**src/rtl/oflow_conflict_resolve_pkg.sv**
```systemverilog
// Shared types and sizing for the conflict-resolve stage of the optical-flow core.
package oflow_conflict_resolve_pkg;

  localparam int CR_MAX_ROWS  = 8;
  localparam int CR_ID_LEN    = 8;
  localparam int CR_SCORE_LEN = 8;
  localparam int CR_ROW_LEN   = $clog2(CR_MAX_ROWS);

  typedef enum logic [2:0] {
    IDLE,
    LOAD_I,
    CMP,
    WRITE,
    DONE
  } cr_state_t;

endpackage

```
**src/rtl/oflow_conflict_resolve.sv**
```systemverilog
// Conflict resolver: scans score-board row pairs (i, j<i) through the
// combinational read port and, on a duplicate ID, demotes the worse-scoring
// row to its 2nd choice, or hands it a fresh ID if it was already demoted.
// Passes repeat until one full pass makes no change.
module oflow_conflict_resolve
  import oflow_conflict_resolve_pkg::*;
#(
  parameter int MAX_ROWS  = CR_MAX_ROWS,
  parameter int ID_LEN    = CR_ID_LEN,
  parameter int SCORE_LEN = CR_SCORE_LEN,
  localparam int ROW_LEN  = $clog2(MAX_ROWS)
) (
  input  logic                 clk,
  input  logic                 reset_N,
  input  logic                 ready_new_frame,
  input  logic                 start_cr,
  input  logic [ROW_LEN:0]     num_of_rows,
  input  logic [ID_LEN-1:0]    id_base,
  input  logic [SCORE_LEN-1:0] score_to_cr,
  input  logic [ID_LEN-1:0]    id_to_cr,
  output logic [ROW_LEN-1:0]   row_sel_from_cr,
  output logic [ROW_LEN-1:0]   row_to_change,
  output logic                 write_to_pointer,
  output logic                 data_from_cr_pointer,
  output logic                 write_to_id,
  output logic [ID_LEN-1:0]    data_from_cr_id,
  output logic [ID_LEN-1:0]    next_free_id,
  output logic                 done_cr,
  output logic                 err_cr
);

  localparam int MAX_PASSES = 2 * MAX_ROWS + 1;
  localparam int PASS_W     = $clog2(MAX_PASSES + 1);
  localparam int RW1        = ROW_LEN + 1;

  cr_state_t            state, state_nxt;
  logic [ROW_LEN-1:0]   i_row, i_row_nxt;
  logic [ROW_LEN-1:0]   j_row, j_row_nxt;
  logic [ROW_LEN:0]     num_rows, num_rows_nxt;
  logic [ID_LEN-1:0]    id_i, id_i_nxt;
  logic [SCORE_LEN-1:0] score_i, score_i_nxt;
  logic [MAX_ROWS-1:0]  shadow_ptr, shadow_ptr_nxt;
  logic                 changed, changed_nxt;
  logic [PASS_W-1:0]    passes, passes_nxt, passes_inc;
  logic [ID_LEN-1:0]    free_id, free_id_nxt;

  logic                 wr_ptr_nxt, ptr_data_nxt, wr_id_nxt, done_nxt, err_nxt;
  logic [ID_LEN-1:0]    id_data_nxt, nfid_nxt;
  logic [ROW_LEN-1:0]   row_chg_nxt;
  logic                 advance;
  logic [ROW_LEN-1:0]   loser;

  // Read port follows row i while loading it, row j while comparing.
  assign row_sel_from_cr = (state == LOAD_I) ? i_row :
                           (state == CMP)    ? j_row : '0;
  assign passes_inc      = passes + PASS_W'(1);
  // Worse (higher or equal) score of row i loses; ties go against the later row.
  assign loser           = (score_i >= score_to_cr) ? i_row : j_row;

  // Next-state and next-output computation for the scan FSM.
  always_comb begin
    state_nxt      = state;
    i_row_nxt      = i_row;
    j_row_nxt      = j_row;
    num_rows_nxt   = num_rows;
    id_i_nxt       = id_i;
    score_i_nxt    = score_i;
    shadow_ptr_nxt = shadow_ptr;
    changed_nxt    = changed;
    passes_nxt     = passes;
    free_id_nxt    = free_id;
    wr_ptr_nxt     = 1'b0;
    ptr_data_nxt   = 1'b0;
    wr_id_nxt      = 1'b0;
    id_data_nxt    = '0;
    row_chg_nxt    = '0;
    done_nxt       = 1'b0;
    err_nxt        = err_cr;
    nfid_nxt       = next_free_id;
    advance        = 1'b0;

    case (state)
      IDLE: begin
        if (start_cr) begin
          num_rows_nxt   = num_of_rows;
          free_id_nxt    = id_base;
          shadow_ptr_nxt = '0;
          changed_nxt    = 1'b0;
          passes_nxt     = '0;
          i_row_nxt      = ROW_LEN'(1);
          err_nxt        = 1'b0;
          state_nxt      = (num_of_rows <= RW1'(1)) ? DONE : LOAD_I;
        end
      end
      LOAD_I: begin
        id_i_nxt    = id_to_cr;
        score_i_nxt = score_to_cr;
        j_row_nxt   = '0;
        state_nxt   = CMP;
      end
      CMP: begin
        if (id_to_cr == id_i) begin
          // Strobes are registered so they are live exactly during WRITE.
          row_chg_nxt = loser;
          wr_ptr_nxt  = 1'b1;
          state_nxt   = WRITE;
          if (!shadow_ptr[loser]) begin
            ptr_data_nxt = 1'b1;
          end else begin
            wr_id_nxt    = 1'b1;
            id_data_nxt  = free_id;
            ptr_data_nxt = 1'b0;
          end
        end else if (j_row == i_row - ROW_LEN'(1)) begin
          advance = 1'b1;
        end else begin
          j_row_nxt = j_row + ROW_LEN'(1);
        end
      end
      WRITE: begin
        if (shadow_ptr[row_to_change]) begin
          shadow_ptr_nxt[row_to_change] = 1'b0;
          free_id_nxt                   = free_id + ID_LEN'(1);
        end else begin
          shadow_ptr_nxt[row_to_change] = 1'b1;
        end
        changed_nxt = 1'b1;
        advance     = 1'b1;
      end
      DONE: begin
        done_nxt  = 1'b1;
        nfid_nxt  = free_id;
        state_nxt = IDLE;
      end
      default: state_nxt = IDLE;
    endcase

    if (advance) begin
      if (RW1'(i_row) + RW1'(1) < num_rows) begin
        i_row_nxt = i_row + ROW_LEN'(1);
        state_nxt = LOAD_I;
      end else begin
        passes_nxt = passes_inc;
        if (!changed_nxt) begin
          state_nxt = DONE;
        end else if (int'(passes_inc) >= MAX_PASSES) begin
          err_nxt   = 1'b1;
          state_nxt = DONE;
        end else begin
          changed_nxt = 1'b0;
          i_row_nxt   = ROW_LEN'(1);
          state_nxt   = LOAD_I;
        end
      end
    end

    // New frame wipes the scan; the last reported free ID survives.
    if (ready_new_frame) begin
      state_nxt      = IDLE;
      shadow_ptr_nxt = '0;
      passes_nxt     = '0;
      changed_nxt    = 1'b0;
      wr_ptr_nxt     = 1'b0;
      ptr_data_nxt   = 1'b0;
      wr_id_nxt      = 1'b0;
      id_data_nxt    = '0;
      row_chg_nxt    = '0;
      done_nxt       = 1'b0;
      err_nxt        = 1'b0;
    end
  end

  // State and registered outputs.
  always_ff @(posedge clk or negedge reset_N) begin
    if (!reset_N) begin
      state                <= IDLE;
      i_row                <= '0;
      j_row                <= '0;
      num_rows             <= '0;
      id_i                 <= '0;
      score_i              <= '0;
      shadow_ptr           <= '0;
      changed              <= 1'b0;
      passes               <= '0;
      free_id              <= '0;
      write_to_pointer     <= 1'b0;
      data_from_cr_pointer <= 1'b0;
      write_to_id          <= 1'b0;
      data_from_cr_id      <= '0;
      row_to_change        <= '0;
      done_cr              <= 1'b0;
      err_cr               <= 1'b0;
      next_free_id         <= '0;
    end else begin
      state                <= state_nxt;
      i_row                <= i_row_nxt;
      j_row                <= j_row_nxt;
      num_rows             <= num_rows_nxt;
      id_i                 <= id_i_nxt;
      score_i              <= score_i_nxt;
      shadow_ptr           <= shadow_ptr_nxt;
      changed              <= changed_nxt;
      passes               <= passes_nxt;
      free_id              <= free_id_nxt;
      write_to_pointer     <= wr_ptr_nxt;
      data_from_cr_pointer <= ptr_data_nxt;
      write_to_id          <= wr_id_nxt;
      data_from_cr_id      <= id_data_nxt;
      row_to_change        <= row_chg_nxt;
      done_cr              <= done_nxt;
      err_cr               <= err_nxt;
      next_free_id         <= nfid_nxt;
    end
  end

endmodule

```
**config.mk**
```make
export PLATFORM = sky130hd
export DESIGN_NAME = oflow_conflict_resolve
export DESIGN_NICKNAME = d
export VERILOG_FILES = /design/src/rtl/oflow_conflict_resolve_pkg.sv /design/src/rtl/oflow_conflict_resolve.sv
export SDC_FILE = /design/constraint.sdc
export NUM_CORES = 1
export LEC_CHECK = 0
export ABC_CLOCK_PERIOD_IN_PS = 3100
export CELL_PAD_IN_SITES_DETAIL_PLACEMENT = 1
export CELL_PAD_IN_SITES_GLOBAL_PLACEMENT = 2
export CORE_ASPECT_RATIO = 0.5
export CORE_UTILIZATION = 35
export DETAILED_ROUTE_END_ITERATION = 8
export PLACE_DENSITY = 0.81
export SYNTH_ARGS = -nofsm -noshare
export SYNTH_HDL_FRONTEND = slang
export SYNTH_SLANG_ARGS = --single-unit
```
**constraint.sdc**
```tcl
create_clock -name clk -period 3.1 [get_ports clk]
set_input_delay 0.93 -clock clk [delete_from_list [all_inputs] [get_ports clk]]
set_output_delay 0.93 -clock clk [all_outputs]
set_load 0.05 [all_outputs]
```
==> impl_metrics.tcl <==
set metrics [dict create \
    max-vdd-ir-drop_mv 0.6062 \
    avgSynthCellArea_um2 10.04 \
    cp_max_fo 5 \
    wl_per_cell_um 16.78 \
    switching_power_mw 1.631 \
    synth_edf_count 0 \
    drv_slew 0 \
    drive_above_1_share_pct 22.04 \
    cts.sinks 75 \
    postSynth.topFlopCell "dfrtp_1" \
    crit_slowest_cell "clkdlybuf4s50_1" \
    yosysWarnings 0 \
    grt-busiest-layer "met2" \
    crit_path_max_incr_delay_ns 0.48 \
    ys_seq_area_share_pct 46.40 \
    fin_crit_sh_pct 98.05 \
    critical_path_arrival_ns 3.32 \
    diodes 0 \
    routed_wl_um 10810 \
    clockRootBuffer "clkbuf_16" \
    drtAntennaViolNets 0 \
    grt_start_max_net_pins 41 \
    cts_tree "done" \
    fin_ws_ns 0.06042 \
    portBuffers 58 \
    die_h_um 78.02 \
    fin_skew_ns 0.005306 \
    gp_congestion 0.7528 \
    grtUsageMet3_pct 5.577 \
    cp.buffers_inverters 2 \
    antenna_found_initial 0 \
    comb_power_share_pct 42.7 \
    grt_pass1_wl_um 17930 \
    drt_iter0_drc 118 \
    drv_cap 0 \
    use_met2_pct 30.41 \
    vias_per_cell 5.214 \
    final_cell_area_mm2 0.005472 \
    hpwlAfterDp_um 7265 \
    syn_inst 403 \
    synth_seq_cells 75 \
    cts_buffer_depth 2 \
    synth_fp_nets 452 \
    post-place-ws_ns -0.5211 \
    synth_top_area_share_pct 46.40 \
    cts_hold_buf 0 \
    rows 27 \
    finalPower_mw 4.313 \
    finalHoldViolations 0 \
    cp_cell_sequence "clkdlybuf4s50_1 -> inv_1 -> ha_4 -> and3_2 -> nor2_1 -> mux2i_2 -> o211a_4 -> mux2_4 -> o211ai_4 -> and3_1" \
    worstSetupPathType "primary input to register" \
    hold_path.class "register to register" \
    gr-usage-met1_pct 26.06 \
    async_flop_share_pct 100.0 \
    endpoint_kind "register" \
    worstSkewPairLatency_ns 0.34 \
    dpl_cell_area_mm2 0.004966 \
    cts_buffers 9 \
    cellInternalPower_mw 2.682 \
    clkTransAtPathRegs_ns 0.06 \
    grtUsageTotal_pct 19.23 \
    powerDensity_mw_per_mm2 788.3 \
    detail_route.first_pass.iterations 4 \
    synth_area_leaders "dfrtp_1 46%, mux2_2 7.2%, ha_1 5.3%" \
    drc 0 \
    grt-ovfl-total 0 \
    core-area_mm2 0.01111 \
    synth_top_cell_by_area "dfrtp_1" \
    top_level_ports 59 \
    required_ns 3.38 \
    crit_family "multiplexers" \
    die_width_um 154.0 \
    swShare_pct 37.83 \
    seqPwrFrac_pct 34.9 \
    timing.fmax_mhz 329.0 \
    die_area_mm2 0.01202 \
    p_leak_nw 2.396 \
    fin_crit_ns 3.040 \
    first_global_vias 3501 \
    area_growth_pct 35.26 \
    vias 3358 \
    fillCellCount 1236 \
    fin_nets 545 \
    clkPwrFrac_pct 22.4 \
    final_util_pct 49.23 \
    setup_viol 0 \
    startpoint_type "primary input" \
    relSlewSlack_pct 61.64 \
    cts.htree.levels 3 \
    start_util_pct 36.40 \
    max_slew.worst_pin.slew_ns 0.5694 \
    synth_cell_type_count 56 \
    synth_area_mm2 0.004045 \
    outcome "finished, final reports clean" \
]
==> metal layers <==
layer / wire (µm) / vias to the layer above
li1: - / 1605
met1: 5363 / 1688
met2: 4945 / 58
met3: 396 / 7
met4: 104 / 0
met5: 0 / -
==> cell families after synthesis <==
logic type	after synthesis	share of synthesized area [%]
AO/OA/AOI/OAI	84	14.20
adder cells (fa/ha/maj)	17	5.258
XOR/XNOR	16	3.805
AND/OR/NAND/NOR	125	14.85
flip-flops	75	46.40
buffers and inverters	44	4.175
multiplexers	42	11.32
==> stage by stage <==
step / hold slack, ns / setup TNS [ns] / std cells
final: 0.4903 / 0 / 644
after global routing: 0.5251 / -0.02466 / 644
after CTS: 0.4886 / 0 / 638
after detailed placement: 0.4711 / -5.193 / 618
after global placement: 0.4715 / -4.671 / 618
after floorplan: 0.4401 / 0 / 403
==> tightest hold or removal path, stage by stage (launching register included) <==
cell and delay, ns:
dfrtp_1 0.35, nand2_1 0.05, nand2_1 0.06
==> cell type report <==
| type | instances | area, µm² | share of cell area (%) |
|---|---|---|---|
| well taps | 145 | 181.4 | 3.316 |
| flip-flops and latches | 75 | 1877 | 34.30 |
| inverters | 28 | 105.1 | 1.921 |
| multi-input cells | 286 | 2157 | 39.42 |
| clock buffers | 10 | 239.0 | 4.368 |
| repair buffers | 96 | 883.3 | 16.14 |
| clock inverters | 4 | 28.78 | 0.5260 |
==> placed cells by master (no fill, tap or decap), drive strengths merged, types with 6 or more instances in the layout <==
cell	n
a21oi	26
buf	42
clkbuf	10
clkdlybuf4s50	48
dfrtp	75
dlymetal6s2s	6
ha	17
inv	28
mux2	27
mux2i	15
nand2	35
nand3	18
nor2	35
nor2b	6
nor4	6
o211ai	6
o21a	6
o21ai	19
xor2	14
==> state kept, by name, summed over array words and instances, names as in the netlist <==
name                  cells
data_from_cr_id           8
row_to_change             3
err_cr                    1
j_row                     3
write_to_pointer          1
next_free_id              8
num_rows                  4
done_cr                   1
data_from_cr_pointer      1
shadow_ptr                8
i_row                     3
free_id                   8
write_to_id               1
score_i                   8
passes                    5
state                     3
id_i                      8
changed                   1
==> synthesized netlist by cell type, drive strengths merged (2+ instances only) <==
| master | count |
|---|---|
| nor4 | 6 |
| a31oi | 3 |
| a211oi | 2 |
| mux2 | 27 |
| nand2b | 2 |
| o211ai | 5 |
| ha | 17 |
| o211a | 2 |
| nand2 | 35 |
| inv | 28 |
| o22ai | 2 |
| nor3 | 5 |
| nand3 | 18 |
| and3 | 5 |
| o2111ai | 4 |
| mux2i | 15 |
| dfrtp | 75 |
| buf | 4 |
| o21a | 6 |
| nor2b | 6 |
| a21oi | 26 |
| nand3b | 4 |
| a22oi | 5 |
| and2 | 3 |
| xor2 | 14 |
| o21ai | 19 |
| clkbuf | 12 |
| a2111oi | 2 |
| nor2 | 35 |
==> final timing paths <==
path / slack (ns) / startpoint / depth (start not counted) / end
worst min register to register: 0.49 / num_rows[0] / 2 / num_rows[0]
worst max-delay path: 0.06 / score_to_cr[7] / 10 / data_from_cr_pointer
min in group asynchronous: 0.57 / reset_N / 1 / score_i[3]
max in group asynchronous: 1.92 / reset_N / 2 / shadow_ptr[2]
worst min-delay path: 0.49 / num_rows[0] / 2 / num_rows[0]
worst max register to register: 0.40 / i_row[0] / 11 / passes[4]
==> repair_timing <==
| action | CTS | global route |
|---|---|---|
| pin swaps | 11 | 14 |
| cloned | 1 | 1 |
| gates resized for setup | 11 | 18 |
| endpoints found under the setup margin | 10 | 10 |
| setup buffers | 5 | 5 |
==> power by group through the flow <==
| stage | Sequential [mW] | Combinational, mW | Clock (mW) |
|---|---|---|---|
| 6_report | 1.50 | 1.84 | 0.967 |
| 3_5_place_dp | 1.51 | 1.65 | 0 |
| 5_1_grt | 1.55 | 2.03 | 1.04 |
| 2_1_floorplan | 1.62 | 0.945 | 0 |
| 3_3_place_gp | 1.50 | 1.61 | 0 |
| 4_1_cts | 1.50 | 1.76 | 0.995 |
Note: power is estimated with default switching activity, not from simulation.
